==> src/rtl/cpu_seq_ctrl_pkg.sv <==
// Shared definitions for the multi-cycle sequencer: opcodes, FSM states,
// PC-source selects and fault codes.
package cpu_ctrl_pkg;

    typedef enum logic [2:0] {
        S_IDLE,
        S_FETCH,
        S_DECODE,
        S_EXECUTE,
        S_MEM,
        S_WRITEBACK,
        S_HALT,
        S_FAULT
    } state_t;

    localparam logic [3:0] OP_NOP  = 4'd0;
    localparam logic [3:0] OP_LD   = 4'd1;
    localparam logic [3:0] OP_ST   = 4'd2;
    localparam logic [3:0] OP_ADD  = 4'd3;
    localparam logic [3:0] OP_SUB  = 4'd4;
    localparam logic [3:0] OP_AND  = 4'd5;
    localparam logic [3:0] OP_OR   = 4'd6;
    localparam logic [3:0] OP_SLT  = 4'd7;
    localparam logic [3:0] OP_BEQ  = 4'd8;
    localparam logic [3:0] OP_BNE  = 4'd9;
    localparam logic [3:0] OP_JMP  = 4'd10;
    localparam logic [3:0] OP_ADDI = 4'd11;
    localparam logic [3:0] OP_HALT = 4'd15;

    localparam logic [1:0] PC_SRC_SEQ    = 2'b00;
    localparam logic [1:0] PC_SRC_BRANCH = 2'b01;
    localparam logic [1:0] PC_SRC_JUMP   = 2'b10;

    localparam logic [1:0] FAULT_NONE        = 2'b00;
    localparam logic [1:0] FAULT_MEM_TIMEOUT = 2'b01;
    localparam logic [1:0] FAULT_ILLEGAL     = 2'b10;

    function automatic logic is_illegal_op(input logic [3:0] op);
        return (op >= 4'd12) && (op <= 4'd14);
    endfunction

    function automatic logic is_mem_op(input logic [3:0] op);
        return (op == OP_LD) || (op == OP_ST);
    endfunction

    function automatic logic is_branch_op(input logic [3:0] op);
        return (op == OP_BEQ) || (op == OP_BNE);
    endfunction

endpackage

==> src/rtl/cpu_seq_ctrl_if.sv <==
// Instruction/data memory req/ready handshake bundle between the sequencer
// (master) and the memory side (slave).
interface cpu_seq_ctrl_if #(
    parameter int unsigned INSTR_W = 16
);
    logic               imem_req;
    logic               imem_ready;
    logic [INSTR_W-1:0] instr_in;
    logic               dmem_req;
    logic               dmem_we;
    logic               dmem_ready;

    modport master (
        output imem_req, dmem_req, dmem_we,
        input  imem_ready, instr_in, dmem_ready
    );

    modport slave (
        input  imem_req, dmem_req, dmem_we,
        output imem_ready, instr_in, dmem_ready
    );
endinterface

==> src/rtl/cpu_seq_ctrl_mem_wait_timer.sv <==
// Memory wait counter shared by FETCH and MEM: counts not-ready cycles and
// flags a timeout when the limit is reached while still not ready.
module mem_wait_timer #(
    parameter int unsigned MEM_TIMEOUT = 15
) (
    input  logic clk,
    input  logic rst_n,
    input  logic i_active,
    input  logic i_ready,
    output logic o_timeout
);
    localparam int unsigned CW = (MEM_TIMEOUT < 1) ? 1 : $clog2(MEM_TIMEOUT + 1);

    logic [CW-1:0] r_count;
    logic          w_at_limit;
    logic          w_waiting;

    assign w_at_limit = (r_count == CW'(MEM_TIMEOUT));
    assign w_waiting  = i_active && !i_ready;
    assign o_timeout  = w_waiting && w_at_limit;

    // Any cycle that is not a wait clears the count, so entry to FETCH/MEM starts at 0.
    always_ff @(posedge clk or negedge rst_n) begin
        if (!rst_n) begin
            r_count <= '0;
        end else if (!w_waiting) begin
            r_count <= '0;
        end else if (!w_at_limit) begin
            r_count <= r_count + CW'(1);
        end
    end
endmodule

==> src/rtl/cpu_seq_ctrl.sv <==
// Multi-cycle fetch/decode/execute/mem/writeback sequencer for the 4-bit-opcode core.
// Optional macro CPU_ILLEGAL_TRAP_EN: opcodes 12-14 fault instead of executing as NOP.
module cpu_seq_ctrl #(
    parameter int unsigned INSTR_W     = 16,
    parameter int unsigned MEM_TIMEOUT = 15
) (
    input  logic                 clk,
    input  logic                 rst_n,
    input  logic                 start,
    input  logic                 zero_flag,
    cpu_seq_ctrl_if.master       mem,
    output logic                 ir_we,
    output logic                 pc_we,
    output logic [1:0]           pc_src,
    output logic [3:0]           alu_ctrl_in,
    output logic                 alu_src_imm,
    output logic                 reg_we,
    output logic                 wb_sel_mem,
    output logic                 instr_done,
    output logic                 halted,
    output logic [1:0]           fault_code
);
    import cpu_ctrl_pkg::*;

`ifdef CPU_ILLEGAL_TRAP_EN
    localparam logic ILLEGAL_TRAP = 1'b1;
`else
    localparam logic ILLEGAL_TRAP = 1'b0;
`endif

    state_t     r_state;
    state_t     w_next;
    logic [3:0] r_opcode;
    logic       r_imem_req;
    logic       r_dmem_req;
    logic       r_dmem_we;
    logic [3:0] r_alu_ctrl;
    logic       r_alu_src_imm;
    logic       r_reg_we;
    logic       r_wb_sel_mem;
    logic       r_halted;
    logic [1:0] r_fault_code;
    logic       w_wait_active;
    logic       w_wait_ready;
    logic       w_timeout;

    assign w_wait_active = (r_state == S_FETCH) || (r_state == S_MEM);
    assign w_wait_ready  = (r_state == S_FETCH) ? mem.imem_ready : mem.dmem_ready;

    mem_wait_timer #(
        .MEM_TIMEOUT (MEM_TIMEOUT)
    ) u_wait_timer (
        .clk       (clk),
        .rst_n     (rst_n),
        .i_active  (w_wait_active),
        .i_ready   (w_wait_ready),
        .o_timeout (w_timeout)
    );

    always_comb begin
        w_next = r_state;
        unique case (r_state)
            S_IDLE:      if (start) w_next = S_FETCH;
            S_FETCH: begin
                if (mem.imem_ready)  w_next = S_DECODE;
                else if (w_timeout)  w_next = S_FAULT;
            end
            S_DECODE: begin
                if (r_opcode == OP_NOP || r_opcode == OP_JMP) w_next = S_FETCH;
                else if (r_opcode == OP_HALT)                 w_next = S_HALT;
                else if (is_illegal_op(r_opcode))             w_next = ILLEGAL_TRAP ? S_FAULT : S_FETCH;
                else                                          w_next = S_EXECUTE;
            end
            S_EXECUTE: begin
                if (is_branch_op(r_opcode))   w_next = S_FETCH;
                else if (is_mem_op(r_opcode)) w_next = S_MEM;
                else                          w_next = S_WRITEBACK;
            end
            S_MEM: begin
                if (mem.dmem_ready)  w_next = (r_opcode == OP_ST) ? S_FETCH : S_WRITEBACK;
                else if (w_timeout)  w_next = S_FAULT;
            end
            S_WRITEBACK: w_next = S_FETCH;
            default:     w_next = r_state;
        endcase
    end

    // Moore outputs are registered from the next state so they are valid for the whole state.
    always_ff @(posedge clk or negedge rst_n) begin
        if (!rst_n) begin
            r_state       <= S_IDLE;
            r_opcode      <= '0;
            r_imem_req    <= 1'b0;
            r_dmem_req    <= 1'b0;
            r_dmem_we     <= 1'b0;
            r_alu_ctrl    <= '0;
            r_alu_src_imm <= 1'b0;
            r_reg_we      <= 1'b0;
            r_wb_sel_mem  <= 1'b0;
            r_halted      <= 1'b0;
            r_fault_code  <= FAULT_NONE;
        end else begin
            r_state <= w_next;
            if (r_state == S_FETCH && mem.imem_ready) begin
                r_opcode <= mem.instr_in[INSTR_W-1 -: 4];
            end
            r_imem_req    <= (w_next == S_FETCH);
            r_dmem_req    <= (w_next == S_MEM);
            r_dmem_we     <= (w_next == S_MEM) && (r_opcode == OP_ST);
            r_alu_ctrl    <= (w_next != S_EXECUTE) ? 4'd0 :
                             (is_mem_op(r_opcode) ? OP_ADD : r_opcode);
            r_alu_src_imm <= (w_next == S_EXECUTE) &&
                             (is_mem_op(r_opcode) || r_opcode == OP_ADDI);
            r_reg_we      <= (w_next == S_WRITEBACK);
            r_wb_sel_mem  <= (w_next == S_WRITEBACK) && (r_opcode == OP_LD);
            r_halted      <= (w_next == S_HALT);
            if (r_state != S_FAULT && w_next == S_FAULT) begin
                r_fault_code <= (r_state == S_DECODE) ? FAULT_ILLEGAL : FAULT_MEM_TIMEOUT;
            end
        end
    end

    always_comb begin
        ir_we      = 1'b0;
        pc_we      = 1'b0;
        pc_src     = PC_SRC_SEQ;
        instr_done = 1'b0;
        unique case (r_state)
            S_FETCH: begin
                ir_we = mem.imem_ready;
                pc_we = mem.imem_ready;
            end
            S_DECODE: begin
                if (r_opcode == OP_JMP) begin
                    pc_we      = 1'b1;
                    pc_src     = PC_SRC_JUMP;
                    instr_done = 1'b1;
                end else if (r_opcode == OP_NOP ||
                             (is_illegal_op(r_opcode) && !ILLEGAL_TRAP)) begin
                    instr_done = 1'b1;
                end
            end
            S_EXECUTE: begin
                if (is_branch_op(r_opcode)) begin
                    pc_src     = PC_SRC_BRANCH;
                    pc_we      = (r_opcode == OP_BEQ) ? zero_flag : !zero_flag;
                    instr_done = 1'b1;
                end
            end
            S_MEM:       instr_done = mem.dmem_ready && (r_opcode == OP_ST);
            S_WRITEBACK: instr_done = 1'b1;
            default:     instr_done = 1'b0;
        endcase
    end

    assign mem.imem_req = r_imem_req;
    assign mem.dmem_req = r_dmem_req;
    assign mem.dmem_we  = r_dmem_we;
    assign alu_ctrl_in  = r_alu_ctrl;
    assign alu_src_imm  = r_alu_src_imm;
    assign reg_we       = r_reg_we;
    assign wb_sel_mem   = r_wb_sel_mem;
    assign halted       = r_halted;
    assign fault_code   = r_fault_code;
endmodule
==> src/flat_wrapper.sv <==
// flat-port wrapper written by rule: the top's interface ports become plain ports
module cpu_seq_ctrl_flat import cpu_ctrl_pkg::*;
#(
    parameter int unsigned INSTR_W     = 16,
    parameter int unsigned MEM_TIMEOUT = 15
)
  (clk, rst_n, start, zero_flag, ir_we, pc_we, pc_src, alu_ctrl_in, alu_src_imm, reg_we, wb_sel_mem, instr_done, halted, fault_code, mem_imem_req, mem_dmem_req, mem_dmem_we, mem_imem_ready, mem_instr_in, mem_dmem_ready);
  cpu_seq_ctrl_if #(.INSTR_W(INSTR_W)) mem_i ();
  input  logic clk;
  input  logic rst_n;
  input  logic start;
  input  logic zero_flag;
  output logic ir_we;
  output logic pc_we;
  output logic [1:0] pc_src;
  output logic [3:0] alu_ctrl_in;
  output logic alu_src_imm;
  output logic reg_we;
  output logic wb_sel_mem;
  output logic instr_done;
  output logic halted;
  output logic [1:0] fault_code;
  output wire logic [$bits(mem_i.imem_req)-1:0] mem_imem_req;
  output wire logic [$bits(mem_i.dmem_req)-1:0] mem_dmem_req;
  output wire logic [$bits(mem_i.dmem_we)-1:0] mem_dmem_we;
  input wire logic [$bits(mem_i.imem_ready)-1:0] mem_imem_ready;
  input wire logic [$bits(mem_i.instr_in)-1:0] mem_instr_in;
  input wire logic [$bits(mem_i.dmem_ready)-1:0] mem_dmem_ready;
  assign mem_imem_req = mem_i.imem_req;
  assign mem_dmem_req = mem_i.dmem_req;
  assign mem_dmem_we = mem_i.dmem_we;
  assign mem_i.imem_ready = mem_imem_ready;
  assign mem_i.instr_in = mem_instr_in;
  assign mem_i.dmem_ready = mem_dmem_ready;
  cpu_seq_ctrl #(.INSTR_W(INSTR_W), .MEM_TIMEOUT(MEM_TIMEOUT)) u_core (.clk(clk), .rst_n(rst_n), .start(start), .zero_flag(zero_flag), .mem(mem_i), .ir_we(ir_we), .pc_we(pc_we), .pc_src(pc_src), .alu_ctrl_in(alu_ctrl_in), .alu_src_imm(alu_src_imm), .reg_we(reg_we), .wb_sel_mem(wb_sel_mem), .instr_done(instr_done), .halted(halted), .fault_code(fault_code));
endmodule
==> config.mk <==
export PLATFORM = sky130hd
export DESIGN_NAME = cpu_seq_ctrl_flat
export DESIGN_NICKNAME = d
export VERILOG_FILES = /design/src/rtl/cpu_seq_ctrl_pkg.sv /design/src/rtl/cpu_seq_ctrl_if.sv /design/src/rtl/cpu_seq_ctrl_mem_wait_timer.sv /design/src/rtl/cpu_seq_ctrl.sv /design/src/flat_wrapper.sv
export SDC_FILE = /design/constraint.sdc
export NUM_CORES = 1
export LEC_CHECK = 0
export BUFFER_PORTS_ARGS = -buffer_cell sky130_fd_sc_hd__buf_2
export CAP_MARGIN = 20
export CORE_MARGIN = 2
export CORE_UTILIZATION = 45
export DETAILED_ROUTE_END_ITERATION = 6
export GPL_TIMING_DRIVEN = 1
export PLACE_DENSITY = 0.77
export SLEW_MARGIN = 20
export SYNTH_ARGS = -nofsm -noshare
export SYNTH_HDL_FRONTEND = slang
export SYNTH_SLANG_ARGS = --single-unit
==> constraint.sdc <==
create_clock -name clk -period 4.5 [get_ports clk]
set_input_delay 0.225 -clock clk [delete_from_list [all_inputs] [get_ports clk]]
set_output_delay 0.225 -clock clk [all_outputs]
set_load 0.005 [all_outputs]
==> metrics <==
Worst-Skew Late Latency 0.32 ns; number of synthesized flops with an enable pin 0; Primary FF master, synth dfrtp_1; critical path fanouts, max 9; share of the synthesized area in the top cell type 47.6%; final instance area 1440 µm²; DRC 0; Post-Synth Adder-Cell Area 0.992%; Worst VDD drop 0.180 mV; synth top area cells dfrtp_1 (48%), mux2_2 (3.6%), nor3b_2 (3.0%); grt ovf 0; via/cell ratio 5.70; mux share of post-synthesis cell area 3.57%; Crit path arrival time 1.85 ns; largest net degree at the start of global routing 25; nets@finish 164; Util after Layout 53.2%; final setup margin 2.42 ns; count leader, synth dfrtp_1; Req. time, crit path 4.28 ns; average cell area after synthesis 11.2 µm²; slew at the pin closest to its max-slew limit 0.570 ns; Antenna diodes 0; FF+latch count, synth 24; ys async rst share 100%; CTS buffer count 3; most area-hungry cell type in the Yosys netlist dfrtp_1; max-cap viol count 0; met3 routed WL 145 µm; Core Area 2710 µm²; # rows 19; Worst-path clk slew 0.13 ns; Die Area 3240 µm²; startpoint types flip-flop; clock root buffer clkbuf_4; Detailed Routing Iterations Pass 1 4; initial antenna violation count 0; DIE HEIGHT 56.9 µm; Syn Inst Count 113; layout cells sized above 1 36.4%; Cell Pwr Density 246 nW/µm²; io pins 40; kind of critical path reg2out; post-route ant nets 0; Unique masters post-synth 47; min-delay src mem_instr_in[13]; clock buffer depth 2; Hold Crit Class in2reg; port bufs 27; r2r setup slk 2.46 ns; Max Clk Rate 481 MHz; Hold Slack 0.130 ns; Area Overhead vs Synth 14.3%; Ys Warns 0; Post-Route WL 2.57 mm; XOR/XNOR Fraction of Synth Area 2.08%; Initial Util 46.5%; vias in the first global route 938; M1 WL 1.09 mm; dpl ws 2.50 ns; syn nets 136; Placed Area 1400 µm²; initial DRC count 27; routed vias 974; cells on worst reg2reg path 5; Hold Path Sink u_core.r_opcode[1]; Worst Hold Path Cells 2; hpwl dp 1.86 mm; Post-synth top cells dfrtp_1 (24), a21oi_1 (6), nand2_1 (6), nor2_1 (6), and2_1 (5); terminus of the critical flop-to-flop path u_core.alu_src_imm; gr usage total 17.8%; die width 56.9 µm; WL met2 1.29 mm; H-tree depth 1; Synth Area in Compound Gates 13.5%; Crit. End Element primary output; min Tclk post-route 2.08 ns; cell area after synthesis 1260 µm²; R2R Path Start u_core.r_state[0]; leak pwr 0.000704 µW; CTS resizes 0; largest family of logic cells by synthesized area simple AND/OR/NAND/NOR gates; uppermost routed layer met4; RD Place Congestion 0.837; RSZ-0062 raised after global routing no; global-route wire length before repair 4.45 mm; # setup viols final 0; TNS Setup 0 ns; Synth Area in Simple Gates 28.2%; post-CTS setup buffers 0; cts hold-fix bufs 1; Pins Over Slew Limit 0; WL/cell 15.0 µm; CTS tree done; Tcrit/Tclk final 46.2%; Final Hold Vio Count 0; status finished clean; # clock sinks 24; slew margin rel. 61.9%; sequential fraction of the synthesis area 47.6%; Clock Skew 0.00574 ns
## how the worst max path moves through the flow
stage,depth (start not counted),slack (ns),to,start
floorplan,6,2.72,u_core.alu_src_imm,u_core.u_wait_timer.r_count[0]
detailed placement,5,2.50,u_core.reg_we,u_core.r_state[0]
global route,6,2.29,instr_done,u_core.r_opcode[1]
finish,4,2.42,pc_we,u_core.r_state[2]
CTS,4,2.44,pc_we,u_core.r_state[2]
global placement,6,2.57,u_core.alu_src_imm,u_core.u_wait_timer.r_count[0]
## cell families (layout without fill, tap and decap cells)
logic type | after synthesis | after routing
buf+inv | 8 | 35
xor+xnor | 3 | 3
simple gates | 52 | 52
mux | 4 | 4
flops | 24 | 24
compound gates | 21 | 21
fa+ha+maj | 1 | 1
## layout make-up
class                           count  area [µm²]
Clock buffer                        4        36.3
Multi-Input combinational cell     81         609
Tap cell                           31        38.8
Inverter                            3        11.3
Timing Repair Buffer               28         145
Sequential cell                    24         601
Fill cell                         255        1270
## where the power goes
group | total [µW] | internal [µW] | switching, µW
clock network | 113 | 49.5 | 63.6
registers | 222 | 217 | 4.75
logic | 19.3 | 8.39 | 10.9
## cells in the final DEF, fill, tap and decap left out, types with 2 or more instances in the layout
cell type  count
nor3_1         4
nor3b_1        3
nand3_1        4
o21ai_0        2
nor3b_2        3
a21oi_2        2
a31oi_1        2
xnor2_1        2
and2_1         5
buf_2         27
or2_2          2
clkbuf_4       3
nor2_1         6
nand2_1        6
nor2b_1        4
mux2_2         4
inv_1          2
a21oi_1        6
dfrtp_1       24
## worst max-delay path, stage by stage (launching register included)
cell      delay, ns
dfrtp_1        0.52
nand2b_4       0.21
nor3b_2        0.52
a211o_1        0.18
buf_2          0.11
## per-layer routing
layer | track usage, % | vias to the layer above
met5 | 0 | -
met4 | 7.97 | 0
met3 | 2.72 | 4
met2 | 27.9 | 33
met1 | 24.4 | 474
li1 | - | 463
## registers in the layout (all words and copies together) (netlist names)
name                         flops
u_core.r_state                   3
u_core.u_wait_timer.r_count      4
u_core.mem.imem_req              1
u_core.fault_code                2
u_core.mem.dmem_req              1
u_core.wb_sel_mem                1
u_core.alu_ctrl_in               4
u_core.mem.dmem_we               1
u_core.halted                    1
u_core.reg_we                    1
u_core.alu_src_imm               1
u_core.r_opcode                  4
## per-stage QoR
stage          instances  power [µW]
2_1_floorplan        113         234
3_3_place_gp         166         244
3_5_place_dp         166         245
4_1_cts              171         356
5_1_grt              171         371
6_report             171         355
Power figures use the tool's default switching activity.
